`config.mk`:
```
export PLATFORM = sky130hd
export DESIGN_NAME = hex_nibble_entry
export DESIGN_NICKNAME = d
export VERILOG_FILES = /design/src/rtl/hex_nibble_entry.sv
export SDC_FILE = /design/constraint.sdc
export NUM_CORES = 1
export LEC_CHECK = 0
export CORE_AREA = 8 8 138 140
export CTS_BUF_LIST = sky130_fd_sc_hd__clkbuf_8
export DETAILED_ROUTE_END_ITERATION = 8
export DIE_AREA = 0 0 146 148
export PLACE_DENSITY = 0.54
export SLEW_MARGIN = 5
export SYNTH_ARGS = -nofsm -noshare
export SYNTH_HDL_FRONTEND = slang
export SYNTH_SLANG_ARGS = --single-unit
```
`constraint.sdc`:
```
create_clock -name CLOCK_50 -period 2.45 [get_ports CLOCK_50]
set_clock_uncertainty 0.15 [all_clocks]
set_input_delay 0.49 -clock CLOCK_50 [delete_from_list [all_inputs] [get_ports CLOCK_50]]
set_output_delay 0.49 -clock CLOCK_50 [all_outputs]
set_load 0.03 [all_outputs]
```
`src/rtl/hex_nibble_entry.sv`:
```
// Debounced four-key nibble editor: INC/DEC/CLEAR edit a nibble, COMMIT latches it for SEG_HEX.
// Define AUTOREPEAT_EN to add hold-to-repeat on INC/DEC.
module hex_nibble_entry #(
    parameter int unsigned DEBOUNCE_CYCLES = 500000,
    parameter int unsigned REPEAT_DELAY    = 25000000,
    parameter int unsigned REPEAT_PERIOD   = 5000000
) (
    input  logic       CLOCK_50,
    input  logic       RESET,
    input  logic [3:0] KEY,
    output logic [3:0] EDIT,
    output logic [3:0] NUMBER,
    output logic       NUMBER_VLD,
    output logic [3:0] KEY_STATE
);
    localparam int unsigned NKEYS = 4;
    localparam int unsigned CNT_W = $clog2(DEBOUNCE_CYCLES);
    localparam logic [CNT_W-1:0] CNT_LAST = CNT_W'(DEBOUNCE_CYCLES - 1);

    if (DEBOUNCE_CYCLES < 2 || REPEAT_DELAY == 0 || REPEAT_PERIOD == 0) begin : g_param_check
        $error("hex_nibble_entry: DEBOUNCE_CYCLES must be >= 2 and REPEAT_* must be non-zero");
    end

    logic [NKEYS-1:0] sync1;
    logic [NKEYS-1:0] sync2;
    logic [NKEYS-1:0] ks_prev;
    logic [CNT_W-1:0] cnt [NKEYS];
    logic [NKEYS-1:0] s_c;
    logic [NKEYS-1:0] press_c;
    logic             rep_inc_c;
    logic             rep_dec_c;
    logic             inc_c;
    logic             dec_c;
    logic             clr_c;
    logic             commit_c;
    logic [3:0]       edit_nxt_c;

    // Two-flop synchroniser; keys idle released (1) out of reset
    always_ff @(posedge CLOCK_50) begin
        if (RESET) begin
            sync1 <= '1;
            sync2 <= '1;
        end else begin
            sync1 <= KEY;
            sync2 <= sync1;
        end
    end

    assign s_c     = ~sync2;
    assign press_c = KEY_STATE & ~ks_prev;

    // Per-key debounce: level accepted after DEBOUNCE_CYCLES consecutive mismatched cycles
    always_ff @(posedge CLOCK_50) begin
        if (RESET) begin
            KEY_STATE <= '0;
            ks_prev   <= '0;
            for (int i = 0; i < NKEYS; i++) begin
                cnt[i] <= '0;
            end
        end else begin
            ks_prev <= KEY_STATE;
            for (int i = 0; i < NKEYS; i++) begin
                if (s_c[i] == KEY_STATE[i]) begin
                    cnt[i] <= '0;
                end else if (cnt[i] == CNT_LAST) begin
                    KEY_STATE[i] <= s_c[i];
                    cnt[i]       <= '0;
                end else begin
                    cnt[i] <= cnt[i] + CNT_W'(1);
                end
            end
        end
    end

`ifdef AUTOREPEAT_EN
    localparam int unsigned REP_MAX = (REPEAT_DELAY > REPEAT_PERIOD) ? REPEAT_DELAY : REPEAT_PERIOD;
    localparam int unsigned REP_W   = $clog2(REP_MAX + 1);

    logic [REP_W-1:0] rep_cnt;
    logic             rep_first;
    logic             rep_hold_c;
    logic             rep_fire_c;

    // rep_cnt holds cycles since the last press/repeat; zero means idle
    assign rep_hold_c = (KEY_STATE[0] | KEY_STATE[1]) & ~KEY_STATE[2];
    assign rep_fire_c = rep_hold_c && (rep_cnt != '0) &&
                        (rep_cnt == (rep_first ? REP_W'(REPEAT_DELAY) : REP_W'(REPEAT_PERIOD)));
    assign rep_inc_c  = rep_fire_c & KEY_STATE[0];
    assign rep_dec_c  = rep_fire_c & KEY_STATE[1];

    always_ff @(posedge CLOCK_50) begin
        if (RESET || !rep_hold_c) begin
            rep_cnt   <= '0;
            rep_first <= 1'b1;
        end else if (press_c[0] || press_c[1]) begin
            rep_cnt   <= REP_W'(1);
            rep_first <= 1'b1;
        end else if (rep_fire_c) begin
            rep_cnt   <= REP_W'(1);
            rep_first <= 1'b0;
        end else if (rep_cnt != '0) begin
            rep_cnt <= rep_cnt + REP_W'(1);
        end
    end
`else
    assign rep_inc_c = 1'b0;
    assign rep_dec_c = 1'b0;
`endif

    // Next edit value; CLEAR wins, INC+DEC together cancel
    always_comb begin
        inc_c      = press_c[0] | rep_inc_c;
        dec_c      = press_c[1] | rep_dec_c;
        clr_c      = press_c[2];
        commit_c   = press_c[3];
        edit_nxt_c = EDIT;
        if (clr_c) begin
            edit_nxt_c = '0;
        end else if (inc_c && !dec_c) begin
            edit_nxt_c = EDIT + 4'd1;
        end else if (dec_c && !inc_c) begin
            edit_nxt_c = EDIT - 4'd1;
        end
    end

    // Commit captures the post-update edit value of the same cycle
    always_ff @(posedge CLOCK_50) begin
        if (RESET) begin
            EDIT       <= '0;
            NUMBER     <= '0;
            NUMBER_VLD <= 1'b0;
        end else begin
            EDIT       <= edit_nxt_c;
            NUMBER_VLD <= commit_c;
            if (commit_c) begin
                NUMBER <= edit_nxt_c;
            end
        end
    end

endmodule

```
Word-level counts from Yosys, hierarchy flattened
Memory sizes are Yosys's and may differ from the RTL's.
Cells that the tools add are included.

storage, ports and cells
  flip-flop bits (word level) = 25
  memories kept = 1
  memory bits (writable) = 76
  input port bits = 6
  word-level logic and storage cells = 113

memory list
  memory  depth  bits a word  rd ports  clocked after memory_dff  write ports  RTL line  source
  cnt     4      19           4         0                         4            27        logic [CNT_W-1:0] cnt [NKEYS];

operators by class
  equal/unequal tests = 8
  add/sub/neg operators = 6
  multiplexer cells = 61
  bitwise gates (word level) = 19
  reductions and logical operators = 8

operators with widths
  kind                                              count
  two-way mux 19 bit                                12
  adder 19 x 1 -> 19 bit, second input constant     4
  == test 19 bit, second input constant             4
  two-way mux 1 bit                                 46
  two-way mux 4 bit                                 3
  bitwise OR 1 bit                                  12
  inverter 4 bit                                    2
  AND reduction 2 bit                               4
  adder 4 x 1 -> 4 bit, second input constant       1
  bitwise AND 4 bit                                 1
  == test 1 bit                                     4
  inverter 1 bit                                    4
  subtractor 4 x 1 -> 4 bit, second input constant  1
  logical AND 1 bit                                 2
  logical NOT 1 bit                                 2

Longest topological paths before layout
  depth in word-level cells = 8
  gate-level depth with buffers = 7
  gate-level depth less buffers = 5

Worst setup path after synthesis
OpenSTA, ideal clock, no wires.

  kind = reg-to-reg
  from = memory cnt[2][0] (netlist bit)
  to = memory cnt[2][10] (netlist bit), data pin
  buffers on the path = 2
  data arrival time = 1.672 ns
  cell stages (with the launch flop) = 8
  path slack = 0.372 ns
  path through = edfxtp_1 -> ha_1 -> and4_1 -> buf_2 -> nand4_1 -> o21bai_1 -> buf_2 -> nor2_1

RTL lines
  element             RTL line
  start: declaration  27

==> run metrics <==
status finished, final reports clean; asr flop ratio synth 0; fin crit share 0.896; Layout Cells excl Fill 818; FMAX 455 MHz; Synth Instances 492; worst hold slack 0.265 ns; first-pass detailed-route iteration total 4; Worst setup EP type flop; Crit-path slowest cell edfxtp_1; Syn Area/Cell 10.4 um^2; H-tree levels 3; WL per Instance 12.0 um; Syn Std Cell Area 0.00514 mm^2; Site Rows 48; Port Buffer Count 18; RSZ-0062 raised after global routing false; drt drc 0; top-area cell type share of the netlist area 0.444; initial core utilization 0.303; number of flops mapped to enable cells by yosys 76; leak pwr 2.04 nW; number of diodes 0; cells along the critical path nor4b_1 > nand4_1 > o21ai_4 > nor2_1; final hold viol count 0; Pwr per Cell Area 501 mW/mm^2; Startpoint Class flop; cts bufs inserted 9; Unique masters post-synth 41; worst min path class reg -> reg; synth cell count leaders edfxtp_1 (76), nor2_1 (76), xor2_1 (32); Top delay family on crit path simple AND/OR/NAND/NOR gates; dominant cell type by area after synthesis edfxtp_1; YS warnings 0; cell count after placement 802; Core ar. 0.0169 mm^2; Tot GR Track Use 0.0942; Peak VDD IR 213 uV; crit path DAT 2.16 ns; Worst Path Max Fanout 18; largest net degree at the start of global routing 20; CTS tree done; worst path bufs/invs 0; fin nets 600; number of routed nets with antenna violations 0; Die Y 148 um; setup_tns 0 ns; main area contributors after synthesis edfxtp_1 (44%), dfxtp_1 (9.7%), nor2_1 (5.6%); Clock Path Buffers 2; clk root buf clkbuf_8; Yosys reg bits 101; Synth Flop Type edfxtp_1; initial antenna violation count 0; layout cells sized above 1 0.0573; clk slew on worst S/H paths 0.10 ns; total congestion overflow 0; via count of the first global-routing pass 3549; via count 3761; global-route wire length before repair 16700 um; max incr delay on CP 0.48 ns; final count of pins violating max slew 0; Period minus WS final 2.20 ns; DIE AREA 0.0216 mm^2; Routed WL 9810 um; number of vias per cell 4.60; worst endpoint required time 2.41 ns; Die X 146 um; I/O pin total 19; setup violators final 0; clk_lat worst skew 0.38 ns; CTS sink count 101; Seq/Total Area, Yosys 0.542; DP HPWL 7190 um; Max-Cap Viols 0; synthesis-to-finish area growth 17.5%; Post-CTS Setup Inserts 0; DRT iter0 DRCs 247; gpl congestion 0.813; Setup CP Type reg -> reg
-- layer usage --
metal | vias up | track usage | part of all wire
li1 | 1913 | - | -
met3 | 14 | 0.0238 | 0.031
met5 | - | 0 | 0
met2 | 34 | 0.150 | 0.46
met4 | 0 | 0.0479 | 0.021
met1 | 1800 | 0.117 | 0.49
-- stage by stage --
| step | utilization | instance area (um^2) | setup WS, ns | power [W] |
|---|---|---|---|---|
| floorplan | - | 5420 | 0.372 | 0.00209 |
| global placement | 0.346 | 5870 | 0.163 | 0.00213 |
| detailed placement | 0.346 | 5870 | 0.0890 | 0.00214 |
| CTS | 0.356 | 6020 | 0.0788 | 0.00306 |
| global route | 0.356 | 6040 | 0.0261 | 0.00316 |
| finish | 0.356 | 6040 | 0.254 | 0.00303 |
-- what timing repair did --
| item | 4_1_cts | 5_1_grt |
|---|---|---|
| gates resized for setup | 0 | 2 |
| setup endpoints to repair | 0 | 22 |
| hold buffers | 0 | 0 |
-- cells in the final DEF, fill, tap and decap left out, types with 12 or more instances in the layout --
| cell | instances |
|---|---|
| inv_1 | 14 |
| nor2_1 | 76 |
| or3_1 | 12 |
| dfxtp_1 | 25 |
| conb_1 | 76 |
| nand3_1 | 24 |
| edfxtp_1 | 76 |
| nand2_1 | 25 |
| nand4_1 | 30 |
| a21oi_1 | 17 |
| o21ai_0 | 14 |
| clkdlybuf4s50_1 | 18 |
| xnor2_1 | 28 |
| and4_1 | 12 |
| nor3_1 | 13 |
| xor2_1 | 32 |
-- cell families after synthesis --
logic type	count (synthesis)	share of synthesized area
XOR/XNOR	60	0.102
AO/OA/AOI/OAI	48	0.0580
buffers and inverters	26	0.0212
multiplexers	1	0.00219
flip-flops	101	0.542
other	1	0.000730
AND/OR/NAND/NOR	249	0.259
adder cells (fa/ha/maj)	6	0.0146
-- layout make-up --
| class | count | area (um^2) |
|---|---|---|
| clock buffers | 9 | 124 |
| clock inverters | 7 | 30.0 |
| fillers | 1761 | 10900 |
| inverters | 10 | 37.5 |
| multi-input cells | 440 | 2540 |
| flip-flops and latches | 101 | 2780 |
| well taps | 225 | 282 |
| repair buffers | 26 | 240 |
-- flip-flops by register name, summed over array words and instances, names as in the netlist --
name	cells
sync1	4
NUMBER	4
EDIT	4
KEY_STATE	4
ks_prev	4
NUMBER_VLD	1
cnt	76
sync2	4
-- worst paths after layout --
| kind | end | slack (ns) | startpoint | cells after the start |
|---|---|---|---|---|
| max | cnt[0][8] | 0.25 | cnt[0][14] | 4 |
| min | sync2[0] | 0.26 | sync1[0] | 1 |
| max reg2reg | cnt[0][8] | 0.25 | cnt[0][14] | 4 |
| min reg2reg | sync2[0] | 0.26 | sync1[0] | 1 |
-- power breakdown --
| part | switching [W] | leakage, nW | internal [W] | total [W] |
|---|---|---|---|---|
| Combinational | 0.0000794 | 0.959 | 0.0000590 | 0.000138 |
| Clock | 0.000576 | 0.0977 | 0.000351 | 0.000927 |
| Sequential | 0.0000648 | 0.987 | 0.00190 | 0.00196 |
-- worst reg2reg max path: stages, from the launching register on --
cell and delay [ns]:
edfxtp_1 0.48, nor4b_1 0.45, nand4_1 0.24, o21ai_4 0.47
nor2_1 0.14
Power figures use the tool's default switching activity.
